`src/rtl/response_monitor_pkg.sv`:
```
// rtl/response_monitor_pkg.sv - shared defaults, record layout and FSM states for response_monitor
package response_monitor_pkg;

   localparam int TS_W_DEF  = 16;
   localparam int DEPTH_DEF = 4;
   localparam int CNT_W_DEF = 8;
   localparam int STIM_W    = 3;

   typedef struct packed {
      logic [TS_W_DEF-1:0] ts;
      logic [STIM_W-1:0]   stim;
      logic                obs;
   } rec_t;

   // Bits of a record below the timestamp field (stim + obs).
   localparam int REC_TAIL_W = $bits(rec_t) - TS_W_DEF;

   typedef enum logic [1:0] {
      IDLE = 2'd0,
      ARM  = 2'd1,
      RUN  = 2'd2
   } state_e;

endpackage

```
`src/rtl/rm_fifo.sv`:
```
// rtl/rm_fifo.sv - synchronous first-word fall-through FIFO for event records
module rm_fifo #(
   parameter int W     = 20,
   parameter int DEPTH = 4
) (
   input  logic         clk,
   input  logic         reset,
   input  logic         push_i,
   input  logic [W-1:0] push_data_i,
   input  logic         pop_i,
   output logic [W-1:0] head_o,
   output logic         full_o,
   output logic         empty_o
);

   localparam int AW = (DEPTH > 1) ? $clog2(DEPTH) : 1;
   localparam int CW = $clog2(DEPTH + 1);

   logic [W-1:0]  mem_q [DEPTH];
   logic [AW-1:0] wr_ptr_q, wr_ptr_d;
   logic [AW-1:0] rd_ptr_q, rd_ptr_d;
   logic [CW-1:0] count_q, count_d;
   logic          do_push;
   logic          do_pop;

   assign full_o  = (count_q == CW'(DEPTH));
   assign empty_o = (count_q == '0);
   assign do_pop  = pop_i && !empty_o;
   // A pop frees the head slot in the same cycle, so a full FIFO still accepts.
   assign do_push = push_i && (!full_o || do_pop);
   // Storage is not reset; gating the head keeps rd_data at zero while empty.
   assign head_o  = empty_o ? '0 : mem_q[rd_ptr_q];

   always_comb begin
      wr_ptr_d = wr_ptr_q;
      rd_ptr_d = rd_ptr_q;
      count_d  = count_q;
      if (do_push) wr_ptr_d = wr_ptr_q + AW'(1);
      if (do_pop)  rd_ptr_d = rd_ptr_q + AW'(1);
      case ({do_push, do_pop})
         2'b10:   count_d = count_q + CW'(1);
         2'b01:   count_d = count_q - CW'(1);
         default: count_d = count_q;
      endcase
   end

   always_ff @(posedge clk) begin
      if (reset) begin
         wr_ptr_q <= '0;
         rd_ptr_q <= '0;
         count_q  <= '0;
      end else begin
         wr_ptr_q <= wr_ptr_d;
         rd_ptr_q <= rd_ptr_d;
         count_q  <= count_d;
      end
   end

   always_ff @(posedge clk) begin
      if (do_push) mem_q[wr_ptr_q] <= push_data_i;
   end

endmodule

```
`src/rtl/response_monitor.sv`:
```
// rtl/response_monitor.sv - timestamps stimulus/response changes into a FIFO and counts compare errors
module response_monitor
   import response_monitor_pkg::*;
#(
   parameter int TS_W  = TS_W_DEF,
   parameter int DEPTH = DEPTH_DEF,
   parameter int CNT_W = CNT_W_DEF
) (
   input  logic              clk,
   input  logic              reset,
   input  logic              en,
   input  logic [STIM_W-1:0] stim,
   input  logic              obs,
   input  logic              exp_valid,
   input  logic              exp,
   input  logic              rd_ready,
   output logic              rd_valid,
   output logic [TS_W+3:0]   rd_data,
   output logic              mismatch,
   output logic [CNT_W-1:0]  err_cnt,
   output logic              ovf,
   output logic [CNT_W-1:0]  ovf_cnt
);

   localparam int REC_W = TS_W + REC_TAIL_W;

   state_e                  state_q, state_d;
   logic [TS_W-1:0]         ts_q, ts_d;
   logic [REC_TAIL_W-1:0]   prev_q, prev_d;
   logic                    mismatch_q, mismatch_d;
   logic [CNT_W-1:0]        err_cnt_q, err_cnt_d;
   logic                    ovf_q, ovf_d;
   logic [CNT_W-1:0]        ovf_cnt_q, ovf_cnt_d;

   logic [REC_TAIL_W-1:0]   cur;
   logic                    ev;
   logic                    fifo_full;
   logic                    fifo_empty;
   logic                    drop;
   logic                    miscmp;
   logic [REC_W-1:0]        push_rec;

   assign cur      = {stim, obs};
   assign push_rec = {ts_q, cur};
   assign rd_valid = !fifo_empty;
   // A full FIFO with no pop this cycle cannot take the event.
   assign drop     = ev && fifo_full && !rd_ready;
   assign miscmp   = exp_valid && (obs != exp);

   always_comb begin
      state_d = state_q;
      prev_d  = prev_q;
      ev      = 1'b0;
      case (state_q)
         IDLE: begin
            if (en) state_d = ARM;
         end
         ARM: begin
            prev_d  = cur;
            state_d = RUN;
         end
         RUN: begin
            if (cur != prev_q) begin
               ev     = 1'b1;
               prev_d = cur;
            end
            if (!en) state_d = IDLE;
         end
         default: state_d = IDLE;
      endcase
   end

   always_comb begin
      ts_d       = ts_q + TS_W'(1);
      mismatch_d = miscmp;
      err_cnt_d  = err_cnt_q;
      ovf_d      = ovf_q;
      ovf_cnt_d  = ovf_cnt_q;
      if (miscmp && (err_cnt_q != {CNT_W{1'b1}})) err_cnt_d = err_cnt_q + CNT_W'(1);
      if (drop) begin
         ovf_d = 1'b1;
         if (ovf_cnt_q != {CNT_W{1'b1}}) ovf_cnt_d = ovf_cnt_q + CNT_W'(1);
      end
   end

   always_ff @(posedge clk) begin
      if (reset) begin
         state_q    <= IDLE;
         ts_q       <= '0;
         prev_q     <= '0;
         mismatch_q <= 1'b0;
         err_cnt_q  <= '0;
         ovf_q      <= 1'b0;
         ovf_cnt_q  <= '0;
      end else begin
         state_q    <= state_d;
         ts_q       <= ts_d;
         prev_q     <= prev_d;
         mismatch_q <= mismatch_d;
         err_cnt_q  <= err_cnt_d;
         ovf_q      <= ovf_d;
         ovf_cnt_q  <= ovf_cnt_d;
      end
   end

   assign mismatch = mismatch_q;
   assign err_cnt  = err_cnt_q;
   assign ovf      = ovf_q;
   assign ovf_cnt  = ovf_cnt_q;

   rm_fifo #(
      .W     (REC_W),
      .DEPTH (DEPTH)
   ) u_fifo (
      .clk         (clk),
      .reset       (reset),
      .push_i      (ev),
      .push_data_i (push_rec),
      .pop_i       (rd_ready),
      .head_o      (rd_data),
      .full_o      (fifo_full),
      .empty_o     (fifo_empty)
   );

endmodule

```
`config.mk`:
```
export PLATFORM = sky130hd
export DESIGN_NAME = response_monitor
export DESIGN_NICKNAME = d
export VERILOG_FILES = /design/src/rtl/response_monitor_pkg.sv /design/src/rtl/rm_fifo.sv /design/src/rtl/response_monitor.sv
export SDC_FILE = /design/constraint.sdc
export NUM_CORES = 1
export LEC_CHECK = 0
export ABC_AREA = 1
export CAP_MARGIN = 40
export CORE_ASPECT_RATIO = 0.8
export CORE_UTILIZATION = 28
export DETAILED_ROUTE_END_ITERATION = 8
export GPL_ROUTABILITY_DRIVEN = 0
export GPL_TIMING_DRIVEN = 0
export SLEW_MARGIN = 20
export SYNTH_ARGS = -nofsm -noshare
export SYNTH_HDL_FRONTEND = slang
export SYNTH_SLANG_ARGS = --single-unit
export TNS_END_PERCENT = 50
```
`constraint.sdc`:
```
create_clock -name clk -period 3.3 [get_ports clk]
set_clock_uncertainty 0.05 [all_clocks]
set_input_delay 0.99 -clock clk [delete_from_list [all_inputs] [get_ports clk]]
set_output_delay 0.99 -clock clk [all_outputs]
set_load 0.02 [all_outputs]
```
==> insert_results.sql <==
INSERT INTO impl_metrics (metric_group, metric, value, unit) VALUES
('yosys', 'yosysSeqAreaShare', '61.8', '%'),
('timing', 'min_period_over_period', '98.0', '%'),
('timing', 'setup_repair_after_global_routing_missed_its_margin', 'true', ''),
('place', 'numPlacedInstances', '879', ''),
('drt', 'routed_wirelength', '11900', 'um'),
('global_routing', 'grt_pass1_wl', '19200', 'um'),
('clocking', 'cts-buffers-inserted', '17', ''),
('clocking', 'cts_tree', 'done', ''),
('finish', 'fin_nets', '658', ''),
('global_routing', 'via_count_of_the_first_global_routing_pass', '3676', ''),
('yosys', 'post_synth_inst_count', '569', ''),
('finish', 'finalNonFillerCells', '911', ''),
('worst_setup_path', 'r2r-start', 'state_q[1]', ''),
('finish', 'finalInstanceArea', '0.00695', 'sq mm'),
('floorplan', 'rows', '45', ''),
('worst_setup_path', 'crit_path_max_fanout', '10', ''),
('yosys', 'synth.ff_latch_count', '129', ''),
('yosys', 'synthesis.nets', '587', ''),
('worst_setup_path', 'timing.critical_path.mode_cell', 'nor2_1', ''),
('worst_setup_path', 'cp.buffers_inverters', '3', ''),
('floorplan', 'design.portCount', '49', ''),
('yosys', 'ys_async_sr_fraction', '0', '%'),
('worst_setup_path', 'setup.reg_to_reg.worst_slack', '1.10', 'ns'),
('flow_run', 'timing.max_cap.violations', '0', ''),
('yosys', 'synth.cells.most_frequent', 'nor2_1, edfxtp_1, nand2_1', ''),
('drt', 'wire_per_inst', '13.0', 'um'),
('timing', 'slack_of_the_critical_path', '0.0665', 'ns'),
('worst_setup_path', 'critical_path.slowest_cell', 'clkdlybuf4s50_1', ''),
('pwr', 'vdd_drop_max', '395', 'uV'),
('worst_setup_path', 'worst_ep_arrival_time', '2.19', 'ns'),
('global_routing', 'antenna_found_initial', '0', ''),
('worst_setup_path', 'maximum_cell_stage_delay_along_the_critical_path', '0.62', 'ns'),
('yosys', 'post_synth_instance_area', '0.00547', 'sq mm'),
('clocking', 'clock-root-buffer', 'clkbuf_16', ''),
('drt', 'remaining_drc_errors', '0', ''),
('clocking', 'longest_clk_path_bufs', '2', ''),
('finish', 'drive_gt1_share', '11.5', '%'),
('run_status', 'outcome', 'finished, final reports clean', ''),
('pwr', 'power.static_leakage', '2.72', 'nW'),
('floorplan', 'placeable_core_region', '0.0190', 'sq mm'),
('timing', 'finalHoldViolations', '0', ''),
('timing', 'timing.max_slew.rel_slack', '49.6', '%'),
('yosys', 'yosys_most_used_dff', 'edfxtp_1', ''),
('worst_setup_path', 'cp_top_family', 'buffers and inverters', ''),
('place', 'dpl_cell_area', '0.00633', 'sq mm'),
('hold_path', 'min-delay-path-class', 'reg2reg', ''),
('yosys', 'synth_top_cells_by_area', 'edfxtp_1, dfxtp_1, nor2_1', ''),
('floorplan', 'die-width', '158', 'um'),
('worst_setup_path', 'reg2reg_depth', '5', ''),
('place', 'placement.setup.worst_slack', '-0.277', 'ns'),
('global_routing', 'grt_max_degree', '17', ''),
('yosys', 'syn_avg_cell_area', '9.62', 'sq um'),
('worst_setup_path', 'timing_worst_setup_path_type', 'reg2out', ''),
('clocking', 'clkTransAtPathRegs', '0.06', 'ns'),
('yosys', 'synth_cell_type_count', '34', ''),
('yosys', 'synth-edff-count', '80', ''),
('timing', 'drv_slew', '0', ''),
('timing', 'fmax', '309', 'MHz'),
('place', 'portBuffers', '48', ''),
('finish', 'antenna_cells_inserted', '0', ''),
('worst_setup_path', 'worst_ep_required_time', '2.26', 'ns'),
('worst_setup_path', 'crit_cells', '7', ''),
('drt', 'route.detailed.vias_per_inst', '4.26', ''),
('yosys', 'synth_largest_area_cell', 'edfxtp_1', ''),
('worst_setup_path', 'crit_chain', 'clkbuf_1 > clkbuf_4 > nor2_1 > nor2_1 > o21ai_0 > a21oi_1 > clkdlybuf4s50_1', ''),
('drt', 'detailedRoute.firstIterationViolations', '228', ''),
('worst_setup_path', 'r2r-end', 'u_fifo.mem_q[3][10]', ''),
('place', 'dpl.hpwl', '7930', 'um'),
('timing', 'setup_viol_count_final', '0', ''),
('timing', 'finalWorstPathRequiredPeriod', '3.23', 'ns'),
('global_routing', 'groute.usage.overall', '12.8', '%');
[worst reg2reg max path, stage by stage (launching register included)]
cell     delay, ns
dfxtp_1       0.32
inv_1         0.06
nor2_2        0.22
nand3_1       0.33
nor2_2        0.69
buf_6         0.24
[logic make-up after synthesis]
kind of cell,Yosys count,synth area share [%]
AO/OA/AOI/OAI,113,10.8
XOR/XNOR,4,0.640
adder cells (fa/ha/maj),8,1.97
buffers and inverters,73,5.26
flip-flops,129,61.8
AND/OR/NAND/NOR,242,19.5
[metal layers]
metal  up-vias  track usage (%)  wire length, um  part of all wire [%]
li1       2052                -                -                     -
met1      1751             17.3             6000                    51
met2        70             19.2             5290                    45
met3         4             3.66              516                   4.3
met4         0             4.81               72                  0.61
met5         -                0                0                     0
[sequential cells by signal, summed over array words and instances (netlist names), named ones only]
register         flops
err_cnt              8
u_fifo.count_q       3
u_fifo.rd_ptr_q      2
prev_q               4
u_fifo.wr_ptr_q      2
ts_q                16
mismatch             1
u_fifo.mem_q        80
ovf_cnt              8
ovf                  1
state_q              2
[repair_timing]
item                                    4_1_cts  5_1_grt
buffers inserted                              0        0
resized for setup                            10       19
hold buffers                                  0        0
endpoints found under the setup margin       20       16
[where the power goes]
group	internal, W	switching (W)	total, W
logic	0.000410	0.000709	0.00112
clock network	0.00111	0.000689	0.00179
registers	0.00176	0.0000374	0.00179
total	0.00327	0.00144	0.00471
[area by class of cell]
| type | instances | area, sq um |
|---|---|---|
| plain buffers | 19 | 97.6 |
| clock buffers | 18 | 429 |
| clock inverters | 14 | 139 |
| fillers | 1945 | 12100 |
| inverters | 54 | 208 |
| multi-input cells | 367 | 1810 |
| flip-flops and latches | 129 | 3380 |
| well taps | 258 | 323 |
| repair buffers | 52 | 562 |
[how the worst min path moves through the flow]
stage | start | to | slack, ns | cells after the start
after floorplan | state_q[1] | state_q[0] | 0.35 | 1
after detailed placement | state_q[1] | state_q[0] | 0.36 | 1
after global routing | state_q[1] | state_q[0] | 0.37 | 1
final | state_q[1] | state_q[0] | 0.36 | 1
after CTS | state_q[1] | state_q[0] | 0.36 | 1
after global placement | state_q[1] | state_q[0] | 0.35 | 1
[layout by cell type, fill, tap and decap left out, types with 3 or more instances in the layout]
cell type	n
a21oi_1	47
nand2_2	9
nand3_1	14
clkbuf_2	6
o21ai_0	57
xor2_1	3
dlygate4sd2_1	4
a21oi_2	6
dlymetal6s2s_1	15
clkdlybuf4s50_1	29
buf_6	3
nor3_2	3
clkbuf_4	4
nor3_1	7
ha_1	7
clkbuf_1	8
nand4_1	6
clkinv_1	4
nor2_1	113
clkbuf_16	17
nor2_2	7
inv_1	52
clkinv_4	3
edfxtp_1	80
nand2_1	74
dfxtp_1	49
[metrics by stage]
step	TNS, ns	util (%)	power (W)
after floorplan	0	-	0.00248
after global placement	-69.03	33.0	0.00296
after detailed placement	-8.63	33.3	0.00298
after CTS	-0.0599	36.3	0.00479
after global routing	-0.0839	36.5	0.00493
final	0	36.5	0.00471
No activity file was read; power rests on OpenSTA's default activity.
